[config.mk]
export PLATFORM = sky130hd
export DESIGN_NAME = spi_evt_sync_mc
export DESIGN_NICKNAME = d
export VERILOG_FILES = /design/src/rtl/spi_evt_sync_mc.sv
export SDC_FILE = /design/constraint.sdc
export NUM_CORES = 1
export LEC_CHECK = 0
export CAP_MARGIN = 20
export CORE_MARGIN = 1.5
export CORE_UTILIZATION = 33
export DETAILED_ROUTE_END_ITERATION = 7
export GPL_TIMING_DRIVEN = 0
export SETUP_SLACK_MARGIN = 0.15
export SYNTH_ARGS = -nofsm -noshare
export SYNTH_HDL_FRONTEND = slang
export SYNTH_SLANG_ARGS = --single-unit
[constraint.sdc]
create_clock -name clk -period 3.7 [get_ports clk]
set_clock_uncertainty 0.15 [all_clocks]
set_input_delay 0.74 -clock clk [delete_from_list [all_inputs] [get_ports clk]]
set_output_delay 0.74 -clock clk [all_outputs]
set_load 0.02 [all_outputs]
[src/rtl/spi_evt_sync_mc.sv]
// Multi-channel event synchroniser: per-channel level sync, programmable edge
// detect, registered pulse, sticky flag/overflow and saturating event counter.
module spi_evt_sync_mc #(
  parameter int NCH         = 4,
  parameter int SYNC_STAGES = 2,
  parameter int CNT_W       = 4
) (
  input  logic                 clk,
  input  logic                 rst_n,
  input  logic [NCH-1:0]       async_in,
  input  logic [2*NCH-1:0]     edge_mode,
  input  logic [NCH-1:0]       flag_clr,
  input  logic [NCH-1:0]       cnt_clr,
  output logic [NCH-1:0]       sync_level,
  output logic [NCH-1:0]       evt_pulse,
  output logic [NCH-1:0]       evt_flag,
  output logic [NCH-1:0]       evt_ovf,
  output logic [NCH*CNT_W-1:0] evt_cnt
);

  localparam logic [CNT_W-1:0] CNT_MAX = '1;

  logic [NCH-1:0]       sync_q [SYNC_STAGES];
  logic [NCH-1:0]       hist_q;
  logic [NCH-1:0]       pulse_q, flag_q, ovf_q;
  logic [NCH*CNT_W-1:0] cnt_q;

  logic [NCH-1:0]       rise, fall, evt;
  logic [NCH-1:0]       flag_d, ovf_d;
  logic [NCH*CNT_W-1:0] cnt_d;
  logic [CNT_W-1:0]     cur_cnt;

  always_comb begin
    rise    = sync_q[SYNC_STAGES-1] & ~hist_q;
    fall    = ~sync_q[SYNC_STAGES-1] & hist_q;
    evt     = '0;
    cnt_d   = cnt_q;
    cur_cnt = '0;
    for (int c = 0; c < NCH; c++) begin
      evt[c] = (edge_mode[2*c] & rise[c]) | (edge_mode[2*c+1] & fall[c]);
    end
    // Set beats clear on the flag so no event is lost; clear always wins on ovf.
    flag_d = evt | (flag_q & ~flag_clr);
    ovf_d  = ~flag_clr & (ovf_q | (evt & flag_q));
    for (int c = 0; c < NCH; c++) begin
      cur_cnt = cnt_q[c*CNT_W +: CNT_W];
      if (cnt_clr[c]) begin
        cnt_d[c*CNT_W +: CNT_W] = evt[c] ? CNT_W'(1) : '0;
      end else if (evt[c] && (cur_cnt != CNT_MAX)) begin
        cnt_d[c*CNT_W +: CNT_W] = cur_cnt + CNT_W'(1);
      end
    end
  end

  always_ff @(posedge clk) begin
    if (!rst_n) begin
      for (int i = 0; i < SYNC_STAGES; i++) sync_q[i] <= '0;
      hist_q  <= '0;
      pulse_q <= '0;
      flag_q  <= '0;
      ovf_q   <= '0;
      cnt_q   <= '0;
    end else begin
      sync_q[0] <= async_in;
      for (int i = 1; i < SYNC_STAGES; i++) sync_q[i] <= sync_q[i-1];
      hist_q  <= sync_q[SYNC_STAGES-1];
      pulse_q <= evt;
      flag_q  <= flag_d;
      ovf_q   <= ovf_d;
      cnt_q   <= cnt_d;
    end
  end

  assign sync_level = sync_q[SYNC_STAGES-1];
  assign evt_pulse  = pulse_q;
  assign evt_flag   = flag_q;
  assign evt_ovf    = ovf_q;
  assign evt_cnt    = cnt_q;

endmodule

## Word level (Yosys, flattened, before mapping)

Memory sizes are Yosys's and may differ from the RTL's.
Index checks and enable logic that the tools add are counted.

- Memories kept: 1
- Register bits: 32
- Input port bits: 22
- Output and inout bits: 32
- Bits in writable memories: 8
- Logic and storage cells: 65

Memory list:

| name | words | bits a word | read ports | clocked after Yosys merged registers in | wr ports | RTL line | source |
|---|---|---|---|---|---|---|---|
| sync_q | 2 | 4 | 2 | 0 | 2 | 23 | `logic [NCH-1:0] sync_q [SYNC_STAGES];` |

- Bitwise logic cells: 24
- Muxes and demuxes: 16
- Add/subtract/negate cells: 4
- Reductions and logical operators: 8
- Equality and inequality tests: 4

Operator list:

| kind | number |
|---|---|
| $mux 4 | 10 |
| $and 4x4->4 | 5 |
| $add 4x1->4 const B | 4 |
| $ne 4x4->1 const B | 4 |
| $not 4->4 | 3 |
| $and 1x1->1 | 8 |
| $or 4x4->4 | 2 |
| $reduce_bool 2->1 | 4 |
| $mux 1 | 6 |
| $or 1x1->1 | 6 |
| $logic_and 1x1->1 | 4 |

## Logic depth before layout (Yosys ltp)

- Depth in word-level cells: 7
- Gate-level depth with buffers: 4
- Mapped depth without buffers: 4

## Worst setup path before layout

OpenSTA, ideal clock, no wires.

- Kind: input-to-reg
- Start: in edge_mode[5]
- End: reg cnt_q[11], in the netlist evt_cnt[11]
- Setup time: 0.116 ns
- Arrival time: 1.305 ns
- Path slack: 2.130 ns
- Buffers on the path: 0
- Cell stages on the path: 4
- Cells stage by stage: nand3b_4 > a32oi_4 > a211oi_1 > a31o_1

- Cells in the longest elaborated chain, start to end: 4

Ends and longest elaborated chain:

| item | RTL line | source |
|---|---|---|
| start: declaration | 11 | `input logic [2*NCH-1:0] edge_mode,` |
| $and 1x1->1 | 40 | `evt[c] = (edge_mode[2*c] & rise[c]) \| (edge_mode[2*c+1] & fall[c]);` |
| $or 1x1->1 | 40 |  |
| $logic_and 1x1->1 | 49 | `end else if (evt[c] && (cur_cnt != CNT_MAX)) begin` |
| $reduce_bool 2->1 (no source line) | n/a |  |
| end signal: assignment | 70 | `cnt_q <= cnt_d;` |
| end: declaration | 26 | `logic [NCH*CNT_W-1:0] cnt_q;` |

Every way passes these cells.
A chain may end at the register's enable or synchronous reset.

==> flow_summary.toml <==
[place]
port_buffers = 53
gp_congestion = 0.760
dp_hpwl_mm = 2.70

[synth]
yosysWarnings = 0
syn_area_per_cell_um2 = 11.1
synth.distinct_cells = 25
ys_ff_latch = 40
synthCells = 159
synth_nets = 185
seq_area_frac_synth_pct = 45.4
synthesis.area_um2 = 1760

[clocking]
clkTransAtPathRegs_ns = 0.08
clk_latency_ns = 0.29
cts_root_buffer = "clkbuf_8"
ctsHoldBuffers = 0
cts_resized = 0
ctsHtreeMaxLevel = 2
numCtsBuffers = 5
postCtsSetupRepairBufs = 0
cts_tree = "done"
clkSinkCount = 40
cts_buffer_depth = 2

[sta]
tightest_slew_ns = 0.410
slew_violations = 0
period_needed_ns = 2.33
slew_headroom_pct = 72.7
tns_ns = 0
clock.fmax_mhz = 429
hold_viol_final = 0
finalSetupViolCount = 0
min_period_over_period_pct = 63.0
rsz0062_at_grt = "false"

[critical_path]
worstPathArrival_ns = 1.44
critical_path_class = "reg -> out"
slowest_stage = "clkdlybuf4s50_1"
r2r_start = "evt_cnt[0]"
cp_slowest_stage_delay_ns = 0.59
crit_path_end_kind = "output pin"
required_ns = 2.81
cp_max_fo = 4
path_cells = "buf_4 > clkdlybuf4s50_1"
cp_num_buf_inv = 2
cp-startpoint = "sync_q[0][4]"
startpoint_type = "flip-flop"
crit_family = "buffers and inverters"

[power]
ir_drop_mv = 0.171
pwr_density_cell_nw_per_um2 = 354
internal_power_w = 0.000690
power_frac_clock_pct = 39.4
finalPower_w = 0.000882
p_leak_nw = 1.03
switching_share_pct = 21.7
p_sw_w = 0.000191
seqPwrFrac_pct = 50.8
comb_power_share_pct = 9.9

[floorplan]
std_cell_rows = 26
start_util_pct = 34.3
ios = 54
dieArea_um2 = 5790
die_h_um = 76.1
fp.coreArea_um2 = 5140
dieWidth_um = 76.1

[global_route]
grt_pass1_vias = 1331
grt_overflow_total = 0
antenna_found_initial = 0
grt_start_max_net_pins = 13
grt_usage_pct = 13.6
grt_pass1_wl_mm = 6.23

[layout]
drive_above_1_share_pct = 10.9
n_fill_cell = 528
antenna_cells = 0
syn2layout_area_growth_pct = 41.1
layout.nets = 245

[status]
status = "finished, final reports clean"

[route]
wire_per_inst_um = 12.6
vias = 1361
drtIter0Drc = 37
antenna_left = 0
firstDrtPassIters = 4
via_per_inst = 4.69
drt-total-wl_mm = 3.66
drc = 0

[min_path]
hold_path_class = "reg -> reg"
min_from = "sync_q[0][2]"

[run]
cap_viol_max_count = 0
## cell families (layout without fill, tap and decap cells)
kind of cell,Yosys count,in the layout,share of synthesized area [%]
buf+inv,11,72,3.26
flops,40,40,45.4
simple gates,60,60,25.8
mux,4,4,2.27
fa+ha+maj,4,4,2.84
compound gates,40,40,20.4
## worst reg2reg max path, delay by kind of cell, from the launching register on
family | cells | cell delay (ns)
compound gates | 3 | 0.61
fa+ha+maj | 1 | 0.29
flops | 1 | 0.36
## final cells by class
cell class | count | area, um^2 | area share, %
multi-input cells | 108 | 906 | 36.4
clock buffers | 6 | 72.6 | 2.91
clock inverters | 2 | 35.0 | 1.41
flip-flops and latches | 40 | 801 | 32.2
well taps | 70 | 87.6 | 3.52
inverters | 4 | 15.0 | 0.603
plain buffers | 7 | 42.5 | 1.71
repair buffers | 53 | 531 | 21.3
## flip-flops by register name (all words and copies together), names as in the netlist
| register | cells |
|---|---|
| evt_cnt | 16 |
| evt_flag | 4 |
| evt_ovf | 4 |
| evt_pulse | 4 |
| hist_q | 4 |
| sync_q | 8 |
## cells in the mapped netlist
| master | number | area [um^2] |
|---|---|---|
| a211oi_1 | 4 | 30.0 |
| a21oi_1 | 8 | 40.0 |
| a31o_1 | 4 | 35.0 |
| a31oi_1 | 4 | 25.0 |
| a32oi_4 | 4 | 110 |
| a41o_1 | 4 | 40.0 |
| and2_1 | 16 | 100 |
| and3_1 | 4 | 25.0 |
| buf_2 | 1 | 5.00 |
| buf_4 | 4 | 30.0 |
| clkbuf_1 | 2 | 7.51 |
| dfxtp_1 | 40 | 801 |
| ha_1 | 4 | 50.1 |
| inv_1 | 4 | 15.0 |
| mux2i_1 | 4 | 40.0 |
| nand2_1 | 4 | 15.0 |
| nand2b_1 | 4 | 25.0 |
| nand3b_1 | 4 | 30.0 |
| nand3b_4 | 8 | 160 |
| nor2_1 | 12 | 45.0 |
| nor2b_1 | 4 | 25.0 |
| nor3b_1 | 4 | 30.0 |
| o211ai_1 | 4 | 30.0 |
| o21a_1 | 4 | 30.0 |
| o21ai_0 | 4 | 20.0 |
## per-stage QoR
| step | hold WS, ns | worst slack [ns] | cell area [um^2] | utilization (%) | instances |
|---|---|---|---|---|---|
| after detailed placement | 0.268 | 1.40 | 2380 | 46.3 | 282 |
| after global placement | 0.265 | 1.41 | 2380 | 46.3 | 282 |
| final | 0.287 | 1.37 | 2490 | 48.4 | 290 |
| after global routing | 0.304 | 1.29 | 2490 | 48.4 | 290 |
| after floorplan | 0.262 | 2.13 | 1760 | - | 159 |
| after CTS | 0.290 | 1.33 | 2490 | 48.4 | 290 |
## routing by layer
| layer | GRT usage [%] | part of all wire [%] | vias up |
|---|---|---|---|
| met5 | 0 | 0 | - |
| met4 | 6.11 | 1.9 | 0 |
| met3 | 5.51 | 7.6 | 8 |
| met2 | 21.5 | 46 | 36 |
| met1 | 16.3 | 45 | 623 |
| li1 | - | - | 694 |
## layout by cell type (no fill, tap or decap), types with 3 or more instances in the layout
cell,synthesis,routed
and3_1,4,4
and2_1,16,16
nor2b_1,4,4
buf_4,4,4
nand3b_1,4,4
clkdlybuf4s50_1,0,53
a211oi_1,4,4
o21a_1,4,4
nor2_1,12,12
clkbuf_8,0,5
a31oi_1,4,4
a31o_1,4,4
o211ai_1,4,4
dfxtp_1,40,40
nand2_1,4,4
a32oi_4,4,4
nand2b_1,4,4
clkbuf_1,2,3
nand3b_4,8,8
mux2i_1,4,4
o21ai_0,4,4
a21oi_1,8,8
ha_1,4,4
inv_1,4,4
a41o_1,4,4
nor3b_1,4,4
## power groups by stage
stage	combinational, W	clock (W)	sequential (W)
detailed placement	0.0000884	0	0.000458
finish	0.0000872	0.000347	0.000448
global route	0.0000952	0.000382	0.000449
CTS	0.0000888	0.000361	0.000448
floorplan	0.0000365	0	0.000461
global placement	0.0000876	0	0.000457
## final timing paths
path,end,slack (ns),depth (start not counted)
worst min-delay path,sync_q[0][6],0.29,1
worst min register to register,sync_q[0][6],0.29,1
worst max register to register,evt_cnt[3],2.18,4
worst max-delay path,sync_level[0],1.37,2
Note: power is estimated with default switching activity, not from simulation.
